## config.mk

```make
export PLATFORM = sky130hd
export DESIGN_NAME = vram_rd_arbiter
export DESIGN_NICKNAME = d
export VERILOG_FILES = /design/src/rtl/vram_rd_arbiter.sv
export SDC_FILE = /design/constraint.sdc
export NUM_CORES = 1
export LEC_CHECK = 0
export BUFFER_PORTS_ARGS = -buffer_cell sky130_fd_sc_hd__buf_2
export CORE_AREA = 2 2 122 124
export DETAILED_ROUTE_END_ITERATION = 8
export DIE_AREA = 0 0 124 126
export GPL_TIMING_DRIVEN = 0
export SETUP_SLACK_MARGIN = 0.4
export SLEW_MARGIN = 15
export SYNTH_ARGS = -nofsm -noshare
export SYNTH_HDL_FRONTEND = slang
export SYNTH_SLANG_ARGS = --single-unit
```

## constraint.sdc

```tcl
create_clock -name ACLK -period 1.8 [get_ports ACLK]
set_clock_uncertainty 0.1 [all_clocks]
set_input_delay 0.36 -clock ACLK [delete_from_list [all_inputs] [get_ports ACLK]]
set_output_delay 0.36 -clock ACLK [all_outputs]
set_load 0.02 [all_outputs]
```

## src/rtl/vram_rd_arbiter.sv

```systemverilog
// vram_rd_arbiter: two-requester AXI read-address/read-data arbiter in front
// of a single VRAM AXI read port. Requester 0 (display) has priority.
// Requester 1 (draw/capture) is guaranteed a grant after STARVE_MAX
// consecutive requester-0 grants taken while it was waiting. Only one burst
// is in flight at a time. The R channel is a combinational pass-through to
// the owner and is never buffered.
//
// Handshake semantics: every AR and R transfer happens on a rising ACLK edge
// where VALID and READY are both high. A VALID that sees READY low holds its
// payload unchanged. ARREADY toward a requester is high only while that
// requester owns the address phase. RVALID/RLAST toward a requester are high
// only while that requester owns the data phase.
module vram_rd_arbiter #(
  parameter int unsigned STARVE_MAX = 8,
  parameter int unsigned DATA_W     = 64,
  localparam int unsigned CNT_W     = (STARVE_MAX < 1) ? 1 : $clog2(STARVE_MAX + 1)
) (
  input  logic              ACLK,
  input  logic              ARST,
  // requester 0 (display)
  input  logic [31:0]       S0_ARADDR,
  input  logic              S0_ARVALID,
  output logic              S0_ARREADY,
  output logic [DATA_W-1:0] S0_RDATA,
  output logic              S0_RVALID,
  output logic              S0_RLAST,
  input  logic              S0_RREADY,
  // requester 1 (draw/capture)
  input  logic [31:0]       S1_ARADDR,
  input  logic              S1_ARVALID,
  output logic              S1_ARREADY,
  output logic [DATA_W-1:0] S1_RDATA,
  output logic              S1_RVALID,
  output logic              S1_RLAST,
  input  logic              S1_RREADY,
  // VRAM AXI read port
  output logic [31:0]       M_ARADDR,
  output logic              M_ARVALID,
  input  logic              M_ARREADY,
  input  logic [DATA_W-1:0] M_RDATA,
  input  logic              M_RVALID,
  input  logic              M_RLAST,
  output logic              M_RREADY,
  // status
  output logic              GRANT,
  output logic              BUSY,
  // debug: FSM state (0 idle, 1 addr, 2 data) and starvation counter
  output logic [1:0]        dbg_state_o,
  output logic [CNT_W-1:0]  dbg_starve_cnt_o
);

  typedef enum logic [1:0] {
    S_IDLE = 2'd0,
    S_ADDR = 2'd1,
    S_DATA = 2'd2
  } state_t;

  localparam logic [CNT_W-1:0] STARVE_MAX_C = CNT_W'(STARVE_MAX);

  state_t           state_q, state_d;
  logic             grant_q, grant_d;
  logic [31:0]      araddr_q, araddr_d;
  logic [CNT_W-1:0] starve_q, starve_d;

  logic any_req;
  logic win1;
  logic rready_sel;

  // Requester 1 wins when it is alone, or when requester 0 has used up its
  // run of consecutive grants while requester 1 was waiting.
  assign any_req = S0_ARVALID | S1_ARVALID;
  assign win1    = S1_ARVALID & (~S0_ARVALID | (starve_q == STARVE_MAX_C));

  // Owner's RREADY; only forwarded to the slave during the data phase.
  assign rready_sel = grant_q ? S1_RREADY : S0_RREADY;

  // State, owner, latched address and starvation counter registers.
  always_ff @(posedge ACLK or posedge ARST) begin
    if (ARST) begin
      state_q  <= S_IDLE;
      grant_q  <= 1'b0;
      araddr_q <= 32'h0;
      starve_q <= '0;
    end else begin
      state_q  <= state_d;
      grant_q  <= grant_d;
      araddr_q <= araddr_d;
      starve_q <= starve_d;
    end
  end

  // Next-state logic and channel routing for the current owner.
  always_comb begin
    state_d    = state_q;
    grant_d    = grant_q;
    araddr_d   = araddr_q;
    starve_d   = starve_q;
    M_ARVALID  = 1'b0;
    M_RREADY   = 1'b0;
    S0_ARREADY = 1'b0;
    S1_ARREADY = 1'b0;
    S0_RVALID  = 1'b0;
    S0_RLAST   = 1'b0;
    S1_RVALID  = 1'b0;
    S1_RLAST   = 1'b0;

    unique case (state_q)
      S_IDLE: begin
        if (any_req) begin
          state_d  = S_ADDR;
          grant_d  = win1;
          araddr_d = win1 ? S1_ARADDR : S0_ARADDR;
          if (win1) begin
            starve_d = '0;
          end else if (S1_ARVALID && (starve_q != STARVE_MAX_C)) begin
            starve_d = starve_q + 1'b1;
          end
        end
      end

      S_ADDR: begin
        M_ARVALID = 1'b1;
        if (grant_q) begin
          S1_ARREADY = M_ARREADY;
        end else begin
          S0_ARREADY = M_ARREADY;
        end
        if (M_ARREADY) begin
          state_d = S_DATA;
        end
      end

      S_DATA: begin
        M_RREADY = rready_sel;
        if (grant_q) begin
          S1_RVALID = M_RVALID;
          S1_RLAST  = M_RLAST;
        end else begin
          S0_RVALID = M_RVALID;
          S0_RLAST  = M_RLAST;
        end
        if (M_RVALID && rready_sel && M_RLAST) begin
          state_d = S_IDLE;
        end
      end

      default: begin
        state_d = S_IDLE;
      end
    endcase
  end

  // Read data fans out to both requesters; RVALID alone marks the owner.
  assign S0_RDATA         = M_RDATA;
  assign S1_RDATA         = M_RDATA;
  assign M_ARADDR         = araddr_q;
  assign GRANT            = grant_q;
  assign BUSY             = (state_q != S_IDLE);
  assign dbg_state_o      = state_q;
  assign dbg_starve_cnt_o = starve_q;

endmodule

```

# Word-level counts from Yosys, hierarchy flattened
# Cells that the tools add are included.
[word_totals]
reg_bits = 39
output_inout_bits = 176
elab_cells = 47
[op_classes]
addsub = 1
n_eq_ne = 7
muxes = 22
bitwise_logic = 4
reduce_logical = 9
[ops]
columns = ["operator", "count"]
rows = [
  ["$mux 32", 1],
  ["$mux 1", 15],
  ["$mux 4", 2],
  ["$mux 2", 3],
  ["$ne 2x2->1 const B", 3],
  ["$pmux 2 s3", 1],
  ["$reduce_and 3->1", 2],
  ["$add 4x1->4 const B", 1],
  ["$eq 4x4->1 const B", 1],
  ["$ne 4x4->1 const B", 1],
  ["$reduce_bool 2->1", 2],
  ["$logic_and 1x1->1", 3],
  ["$eq 2x1->1 const B", 1],
  ["$eq 2x2->1 const B", 1],
  ["$logic_not 2->1", 1],
  ["$or 1x1->1", 2],
  ["$reduce_and 2->1", 1],
  ["$and 1x1->1", 1],
  ["$not 1->1", 1],
]

# Logic depth before layout (Yosys ltp)
# Gate-level depths: netlist of the first run.
[logic_depth]
depth_word = 5
depth_mapped = 6
depth_no_buf = 5

# Least setup slack after synthesis of the first run
# OpenSTA, ideal clock, no wires.
[synth_path]
path_kind = "flip-flop to output port"
start = "register state_q[0] (netlist: dbg_state_o[0])"
end = "output S0_ARREADY"
t_arrival_ns = 1.392
required_ns = 1.340
setup_slack_ns = -0.052
stages_incl_launch_ff = 4
path_buffers = 0
path_cell_list = "dfrtp_1 > nor2b_1 > nand2_1 > nor2_1"
[synth_via]
elab_chain_len = 2
[synth_lines]
columns = ["element", "line_no", "rtl"]
rows = [
  ["from (decl)", "60", "state_t state_q, state_d;"],
  ["from (signal assigned)", "85", "state_q <= state_d;"],
  ["$eq 2x1->1", "107", "unique case (state_q)"],
  ["$mux 1", "107", ""],
  ["to (decl)", "23", "output logic S0_ARREADY,"],
]
# Every way passes these cells.

# Worst setup path in the final report of the first run
[layout_path]
start = "register state_q[0] (netlist: dbg_state_o[0])"
end = "output S1_RLAST"
[layout_via]
elab_chain_len = 2
[layout_lines]
columns = ["element", "line_no", "rtl"]
rows = [
  ["$eq 2x2->1", "107", ""],
  ["$mux 1", "107", ""],
  ["to (decl)", "34", "output logic S1_RLAST,"],
]
# Every way passes these cells.

==> flow_summary.json, run 1 <==
{
  "status": "completed",
  "drive_above_1_share": 0.758,
  "netlist_top_cells_area": "dfrtp_1 29%, buf_4 29%, o221ai_2 14%",
  "synth_edf_count": 0,
  "remaining_drc_errors": 0,
  "syn_nets": 505,
  "power.total_mw": 7.10,
  "yosysSeqAreaShare": 0.295,
  "syn-instance-count": 366,
  "clockBufferDepth": 2,
  "worstSetupEndpointType": "output port",
  "drt_iter0_drc": 85,
  "fin_crit_ns": 1.79,
  "place.gp.congestion": 0.756,
  "worstSetupEndpoint": "S1_RLAST",
  "avgSynthCellArea_um2": 9.05,
  "ys_warn_count": 0,
  "yosys_most_used_dff": "dfrtp_1",
  "die_y_um": 126,
  "combPwrFrac": 0.648,
  "rsz0062_at_grt": "yes",
  "root_buffer": "clkbuf_16",
  "required_ns": 1.34,
  "yosys.cell_types.count": 31,
  "min_path_type": "in -> async",
  "cts_made_buffers": 5,
  "clkPwrFrac": 0.134,
  "drv_cap": 0,
  "start_util": 0.231,
  "hold_violations": 0,
  "cp_cell_sequence": "buf_12, nor2b_4, and3_4, buf_6",
  "grt_max_degree": 21,
  "fin_tns_setup_ns": 0,
  "ys_seq_elements": 39,
  "die_w_um": 124,
  "netlist_top_cells_count": "129 x buf_4, 39 x dfrtp_1, 38 x inv_1, 35 x nand4_1, 33 x nand3_1",
  "p_sw_mw": 3.05,
  "cts_sinks": 39,
  "startpoint_type": "flop",
  "grt_use_total": 0.153,
  "cpPeakStageDelay_ns": 0.46,
  "slew_headroom": 0.658,
  "synthArstFlopShare": 1.00,
  "yosysMostFrequentCell": "buf_4",
  "drt-pass1-iter-count": 4,
  "critPathMaxFanout": 5,
  "fin_crit_sh": 0.994,
  "tightest_slew_ns": 0.513,
  "cts.htree.levels": 2,
  "boundaryPins": 313,
  "drv_slew": 0,
  "io_buffer_count": 248,
  "p_sw_frac": 0.430,
  "power.density_nw_per_um2": 1240,
  "crit-reg2reg-launch": "dbg_state_o[1]",
  "setup_violations": 0,
  "viasPerCell": 4.15,
  "antenna_found_initial": 0,
  "drt_wl_total_um": 12700,
  "path_class": "reg -> out",
  "rows": 44,
  "regArea_um2": 985,
  "cp_data_arrival_time_ns": 1.33,
  "crit_slowest_cell": "dfrtp_2",
  "synth_area_um2": 3310,
  "grt_overflow": 0,
  "cell_internal_pwr_mw": 4.05,
  "tritoncts": "yes",
  "dpl-instance-area_um2": 4970,
  "wl_per_cell_um": 15.1,
  "grt_pass1_wl_um": 18300,
  "nFillCells": 1446,
  "max_freq_mhz": 559,
  "clk_latency_ns": 0.28,
  "grt_pass1_vias": 3441,
  "die_area_um2": 15600,
  "finish.utilization": 0.401,
  "multi_input_area_um2": 1270,
  "via_count": 3477,
  "seqPwrFrac": 0.218,
  "synth_top_area_cell": "dfrtp_1",
  "peakVddDrop_uv": 506,
  "holdWs_ns": 0.00195,
  "reg2reg_to": "dbg_starve_cnt_o[3]",
  "synth_top_area_frac": 0.295,
  "dpl.hpwl_um": 10100,
  "final_nets": 791,
  "syn2layout_area_growth_pct": 73.4,
  "core-area_um2": 14300,
  "fin_area_um2": 5740,
  "ant_nets": 0,
  "reg2reg_setup_slack_ns": 0.04,
  "startpoint": "dbg_state_o[0]",
  "cts.reportedPaths.clkPinSlew_ns": 0.06,
  "p_leak_nw": 3.02,
  "rr_worst_depth": 6
}
[area by class of cell]
type                       count  share of cell area
buffer                       153               0.210
multi-input combinational    136               0.220
antenna                        1            0.000436
tap                          184              0.0401
timing repair buffer         279               0.304
inverter                      38              0.0257
sequential                    39               0.171
clock buffer                   8              0.0272
[layer usage]
layer | GRT usage | up-vias | routed length (um) | share of wire
met5 | 0 | - | 0 | 0
li1 | - | 1713 | - | -
met1 | 0.171 | 1581 | 4730 | 0.37
met2 | 0.285 | 173 | 6740 | 0.53
met3 | 0.0380 | 10 | 1080 | 0.085
met4 | 0.0350 | 0 | 144 | 0.011
[worst min-delay path by stage]
| stage | end | slack [ns] | cells after the start |
|---|---|---|---|
| after floorplan | dbg_state_o[0] | 0.35 | 1 |
| after global placement | dbg_starve_cnt_o[2] | 0.44 | 1 |
| after detailed placement | M_ARADDR[26] | 0.32 | 2 |
| after CTS | M_ARADDR[4] | 0.01 | 2 |
| after global routing | M_ARADDR[26] | 0.04 | 2 |
| final | M_ARADDR[25] | 0.002 | 2 |
[metrics by stage]
stage / worst slack (ns) / std cells
after detailed placement: -0.00886 / 799
after floorplan: 0.229 / 366
after global placement: -0.357 / 798
final: 0.0106 / 838
after global routing: -0.0304 / 837
after CTS: 0.0172 / 830
[kinds of logic after synthesis]
group,synth area share
buf+inv,0.374
simple gates,0.158
compound gates,0.162
flops,0.295
fa+ha+maj,0.00755
mux,0.00340
[cell usage in the layout (no fill, tap or decap), types with 2 or more instances in the layout]
cell / netlist / routed
a21o_1: 2 / 2
and2_4: 1 / 2
and3_4: 0 / 3
buf_12: 0 / 4
buf_16: 0 / 4
buf_2: 5 / 235
buf_4: 129 / 139
buf_6: 4 / 29
buf_8: 0 / 7
clkbuf_1: 15 / 7
clkbuf_16: 0 / 7
clkbuf_2: 0 / 4
clkbuf_8: 0 / 3
dfrtp_1: 39 / 32
dfrtp_2: 0 / 7
inv_1: 38 / 34
inv_2: 0 / 3
nand3_1: 33 / 33
nand4_1: 35 / 35
nor2_4: 0 / 2
nor2b_4: 0 / 2
nor3b_4: 0 / 3
o21ai_1: 4 / 6
o221ai_2: 30 / 29
o221ai_4: 0 / 3
[power by group through the flow]
stage | logic (mW) | clock network [mW] | registers, mW
floorplan | 2.24 | 0 | 2.07
detailed placement | 3.83 | 0 | 1.61
global route | 4.95 | 1.02 | 1.60
global placement | 3.81 | 0 | 1.60
finish | 4.60 | 0.952 | 1.55
CTS | 4.36 | 0.979 | 1.54
[worst max-delay path, delay by kind of cell (launching register included)]
kind          cells  cell delay [ns]
flops             1             0.46
simple gates      2             0.33
buf+inv           2             0.26
[sequential cells by signal (all words and copies together), names as in the netlist]
name              flops
dbg_state_o           2
dbg_starve_cnt_o      4
M_ARADDR             32
GRANT                 1
[timing repair]
item,in CTS,in global routing
hold buffers,0,0
setup endpoints to repair,49,53
pin swaps,16,8
buffers inserted,20,7
gates resized for setup,58,27
cloned,3,0
endpoints found under the hold margin,0,0
(Power assumes the default switching activity.)
==> run 2: changes to the inputs <==
BUFFER_PORTS_ARGS = -buffer_cell sky130_fd_sc_hd__buf_4   (was -buffer_cell sky130_fd_sc_hd__buf_2)
CAP_MARGIN = 5   (was unset)
SLEW_MARGIN = unset   (was 15)
==> run 2 against run 1 <==
Largest power group unchanged. Die area unchanged. Utilization up 3.6 points. Fmax up 0.35%. Global-route usage up 0.28 points. Power up 5.0%.
==> flow_summary.json, run 2 (synthesis results as in run 1) <==
{
  "cts.reportedPaths.clkPinSlew_ns": 0.06,
  "power.density_nw_per_um2": 1190,
  "diodes": 0,
  "clk_latency_ns": 0.28,
  "antenna_found_initial": 0,
  "p_leak_nw": 3.19,
  "mostFrequentLayoutCell": "buf_4",
  "final_nets": 787,
  "die_area_um2": 15600,
  "boundaryPins": 313,
  "drt-pass1-iter-count": 6,
  "setup_violations": 0,
  "grt_max_degree": 40,
  "crit_slowest_cell": "dfrtp_2",
  "grt_pass1_wl_um": 19100,
  "critPathMaxFanout": 5,
  "layout_common_cells": "373 x buf_4, 35 x nand4_1, 34 x inv_1",
  "min_path_type": "in -> async",
  "dpl.hpwl_um": 10700,
  "status": "completed",
  "wl_per_cell_um": 16.0,
  "drt_iter0_drc": 75,
  "hold_buffers": 0,
  "fin_crit_ns": 1.78,
  "peakVddDrop_uv": 460,
  "rr_worst_depth": 6,
  "hold_violations": 0,
  "place.gp.congestion": 0.774,
  "cts_sinks": 39,
  "startpoint": "dbg_state_o[1]",
  "drt_wl_total_um": 13300,
  "cpPeakStageDelay_ns": 0.43,
  "largest_reg_flops": 32,
  "grt_pass1_vias": 3635,
  "tightest_slew_ns": 0.859,
  "slew_headroom": 0.426,
  "syn2layout_area_growth_pct": 89.2,
  "drive_above_1_share": 0.764,
  "reg2reg_setup_slack_ns": 0.02,
  "die_y_um": 126,
  "io_buffer_count": 248,
  "crit-reg2reg-launch": "dbg_state_o[1]",
  "path_class": "reg -> reg",
  "cts.htree.levels": 2,
  "grt_use_total": 0.155,
  "holdWs_ns": 0.164,
  "drv_slew": 0,
  "dp.cells": 798,
  "clockBufferDepth": 2,
  "fin_crit_sh": 0.991,
  "rsz0062_at_grt": "yes",
  "core-area_um2": 14300,
  "required_ns": 1.87,
  "rows": 44,
  "cp_num_buf_inv": 3,
  "die_w_um": 124,
  "via_count": 3561,
  "cp_top_family": "flip-flops",
  "max_freq_mhz": 561,
  "viasPerCell": 4.27,
  "crit_top_cell": "buf_6",
  "reg2reg_to": "dbg_starve_cnt_o[3]",
  "startpoint_type": "flop",
  "cp_cell_sequence": "buf_6, buf_4, buf_6, or3b_4, a31o_1, a21o_1",
  "tritoncts": "yes",
  "grt_overflow": 0,
  "cts_made_buffers": 5,
  "ant_nets": 0,
  "root_buffer": "clkbuf_16",
  "cp_data_arrival_time_ns": 1.86,
  "finish.utilization": 0.438,
  "worstSetupEndpointType": "flop",
  "drv_cap": 0,
  "remaining_drc_errors": 0,
  "instances_no_fill": 833,
  "start_util": 0.231
}
## run 2: worst max-delay path by stage
stage,cells after the start,slack (ns),end
global placement,2,-0.31,dbg_starve_cnt_o[0]
floorplan,6,0.23,M_ARADDR[0]
finish,6,0.02,dbg_starve_cnt_o[3]
detailed placement,6,0.02,GRANT
global route,4,-0.02,S1_ARREADY
CTS,4,0.02,S1_RVALID
## run 2: per-stage QoR
stage / total power [mW] / worst slack [ns] / cell area [um^2] / TNS [ns]
after floorplan: 4.31 / 0.229 / 3470 / 0
after global placement: 5.78 / -0.312 / 5560 / -7.91
after detailed placement: 5.86 / 0.0247 / 5560 / 0
after CTS: 7.18 / 0.0211 / 6040 / 0
after global routing: 7.92 / -0.0228 / 6260 / -0.0755
final: 7.45 / 0.0169 / 6260 / 0
## run 2: what timing repair did
item	in CTS	in global routing
endpoints found under the setup margin	50	52
cloned	1	3
endpoints found under the hold margin	0	0
pin swaps	8	6
buffers inserted	18	5
resized for setup	43	38
## run 2: report_power, final
part	total (mW)	leakage [nW]	switching (mW)	internal, mW
logic	5.02	2.64	2.47	2.55
clock network	0.873	0.0658	0.362	0.511
registers	1.56	0.481	0.271	1.29
total	7.45	3.19	3.11	4.35
## run 2: final cells by class
cell class,count,area (um^2)
Fill cell,1418,8050
Timing Repair Buffer,275,2250
Multi-Input combinational cell,136,1260
Buffer,153,1240
Sequential cell,39,983
Tap cell,184,230
Inverter,38,150
Clock buffer,5,125
Clock inverter,3,20.0
## run 2: metal layers
layer,vias to the layer above,track usage,share of wire
met5,-,0,0
met4,0,0.0212,0.0040
met3,4,0.0426,0.089
met2,171,0.305,0.56
met1,1674,0.165,0.35
li1,1712,-,-
==> run 3: changes to the inputs <==
ABC_AREA = 1   (was unset)
==> run 3 against run 2 <==
First-iteration DRC count up 33%. Critical path depth down 2. Synthesized area down 2.0%. Critical path type is now reg -> out. Cell count up 12%. Wire length down 7.2%. Register-to-register slack better by 0.15 ns. Via count up 1.6%. Power down 5.7%. Die area unchanged. Global-route usage down 0.68 points. Clock power up 23%.
==> flow_summary.json, run 3 <==
{
  "mostFrequentLayoutCell": "buf_4",
  "synthArstFlopShare": 1.00,
  "clk_latency_ns": 0.29,
  "grt_overflow": 0,
  "rsz0062_at_grt": "yes",
  "fin_crit_sh": 0.949,
  "root_buffer": "clkbuf_16",
  "drive_above_1_share": 0.730,
  "status": "completed",
  "path_class": "reg -> out",
  "critPathMaxFanout": 5,
  "die_y_um": 126,
  "power.total_mw": 7.03,
  "cp_cell_sequence": "clkinvlp_4, o21ai_2, nor2_2, buf_4",
  "drt_iter0_drc": 100,
  "crit-reg2reg-launch": "dbg_starve_cnt_o[1]",
  "cell_internal_pwr_mw": 4.01,
  "via_count": 3618,
  "cts_made_buffers": 5,
  "worstSetupEndpointType": "output port",
  "hold_violations": 0,
  "holdWs_ns": 0.169,
  "grt_pass1_vias": 3471,
  "rows": 44,
  "fin_crit_ns": 1.71,
  "layout_common_cells": "377 x buf_4, 69 x nand2_1, 67 x inv_1",
  "nFillCells": 1469,
  "start_util": 0.227,
  "min_path_type": "in -> reg",
  "cp_data_arrival_time_ns": 1.25,
  "grt_max_degree": 24,
  "power.density_nw_per_um2": 1060,
  "startpoint_type": "flop",
  "die_w_um": 124,
  "p_sw_mw": 3.02,
  "cts.htree.levels": 2,
  "cp_top_family": "flip-flops",
  "dpl.hpwl_um": 9030,
  "ys_seq_elements": 39,
  "synth_edf_count": 0,
  "tightest_slew_ns": 0.925,
  "setup_violations": 0,
  "reg2reg_setup_slack_ns": 0.17,
  "syn-instance-count": 462,
  "synth_area_um2": 3240,
  "drv_slew": 0,
  "combPwrFrac": 0.621,
  "grt_pass1_wl_um": 17800,
  "final_nets": 886,
  "reg2reg_to": "M_ARADDR[19]",
  "slew_headroom": 0.383,
  "peakVddDrop_uv": 598,
  "viasPerCell": 3.88,
  "wl_per_cell_um": 13.2,
  "cpPeakStageDelay_ns": 0.40,
  "io_buffer_count": 247,
  "synth_top_area_cell": "buf_4",
  "yosys.cell_types.count": 21,
  "clockBufferDepth": 2,
  "fin_tns_setup_ns": 0,
  "drt-pass1-iter-count": 4,
  "setup_ws_ns": 0.0910,
  "die_area_um2": 15600,
  "synth_top_area_frac": 0.305,
  "core-area_um2": 14300,
  "boundaryPins": 313,
  "holdPathStages": 2,
  "worstSetupEndpoint": "M_RREADY",
  "required_ns": 1.34,
  "crit_slowest_cell": "dfrtp_2",
  "cp_num_buf_inv": 2,
  "netlist_top_cells_area": "buf_4 31%, dfrtp_1 30%, nand2_1 12%",
  "ant_nets": 0,
  "cp_num_cells": 4,
  "p_leak_nw": 3.72,
  "cts.reportedPaths.clkPinSlew_ns": 0.06,
  "largest_reg_flops": 32,
  "drv_cap": 0,
  "yosysMostFrequentCell": "buf_4",
  "cts_sinks": 39,
  "seqPwrFrac": 0.227,
  "place.gp.congestion": 0.711,
  "startpoint": "GRANT",
  "antenna_found_initial": 0,
  "dp_slack_ns": 0.184,
  "tritoncts": "yes",
  "max_freq_mhz": 585,
  "grt_use_total": 0.149,
  "clkPwrFrac": 0.152,
  "diodes": 0,
  "syn_nets": 601,
  "avgSynthCellArea_um2": 7.02,
  "drt_wl_total_um": 12300,
  "syn2layout_area_growth_pct": 104,
  "ys_warn_count": 0,
  "rr_worst_depth": 10,
  "remaining_drc_errors": 0,
  "p_sw_frac": 0.430,
  "yosys_most_used_dff": "dfrtp_1",
  "yosysSeqAreaShare": 0.301,
  "netlist_top_cells_count": "132 x buf_4, 105 x nand2_1, 73 x inv_1, 68 x nand3_1, 39 x dfrtp_1"
}
[run 3: changes by cell type in the layout (fill, tap and decap cells not counted), moves of 6 or more]
cell      change
clkbuf_2      -6
nand3_1      -13
nand3_2      +46
nand2_4      +21
o221ai_2     -29
inv_1        +33
nand4_1      -35
nand2_1      +68
nand2_2      +16
[run 3: layout make-up]
class,instances,area [um^2],area share
Clock buffer,6,139,0.0210
Multi-Input combinational cell,201,1480,0.224
Timing Repair Buffer,278,2310,0.349
Buffer,144,1120,0.170
Clock inverter,2,35.0,0.00531
Inverter,78,307,0.0464
Sequential cell,39,982,0.149
Tap cell,184,230,0.0349
[run 3: worst min path at each step]
| stage | from | end | slack [ns] |
|---|---|---|---|
| 2_1_floorplan | M_ARREADY | dbg_state_o[0] | 0.35 |
| 3_3_place_gp | M_ARADDR[23] | M_ARADDR[23] | 0.36 |
| 3_5_place_dp | ARST | M_ARADDR[23] | 0.29 |
| 4_1_cts | M_ARREADY | dbg_state_o[0] | 0.15 |
| 5_1_grt | M_ARREADY | dbg_state_o[0] | 0.15 |
| 6_report | M_ARREADY | dbg_state_o[0] | 0.17 |
[run 3: per-layer routing]
layer,vias to the layer above,share of wire,GRT usage
met3,8,0.083,0.0408
met2,146,0.54,0.270
met1,1631,0.37,0.176
met4,0,0.0072,0.0238
met5,-,0,0
li1,1833,-,-
[run 3: metrics by stage]
stage	instances	area, um^2	utilization
after detailed placement	894	5500	0.384
after global placement	893	5480	0.383
after global routing	932	6600	0.461
after floorplan	462	3400	-
after CTS	925	6170	0.431
final	932	6600	0.461
[run 3: logic make-up (layout without fill, tap and decap cells)]
| kind of cell | count (synthesis) | count (layout) | synth area share |
|---|---|---|---|
| adder cells (fa/ha/maj) | 2 | 2 | 0.00771 |
| buffers and inverters | 222 | 508 | 0.419 |
| AND/OR/NAND/NOR | 191 | 191 | 0.256 |
| flip-flops | 39 | 39 | 0.301 |
| AO/OA/AOI/OAI | 8 | 8 | 0.0166 |
[run 3: repair_timing]
item                                    in CTS  in global routing
pin swaps                                   28                 37
setup buffers                               17                  6
hold buffers                                 1                  0
endpoints found under the setup margin      40                 51
gates cloned                                 5                  1
gates resized for setup                     59                 91
endpoints found under the hold margin       16                  0
[run 3: power by group through the flow]
stage	sequential, mW	combinational, mW	clock (mW)
after global placement	1.63	3.64	0
after detailed placement	1.64	3.68	0
after floorplan	2.12	1.64	0
after global routing	1.65	4.71	1.16
after CTS	1.59	4.12	1.12
final	1.60	4.36	1.07
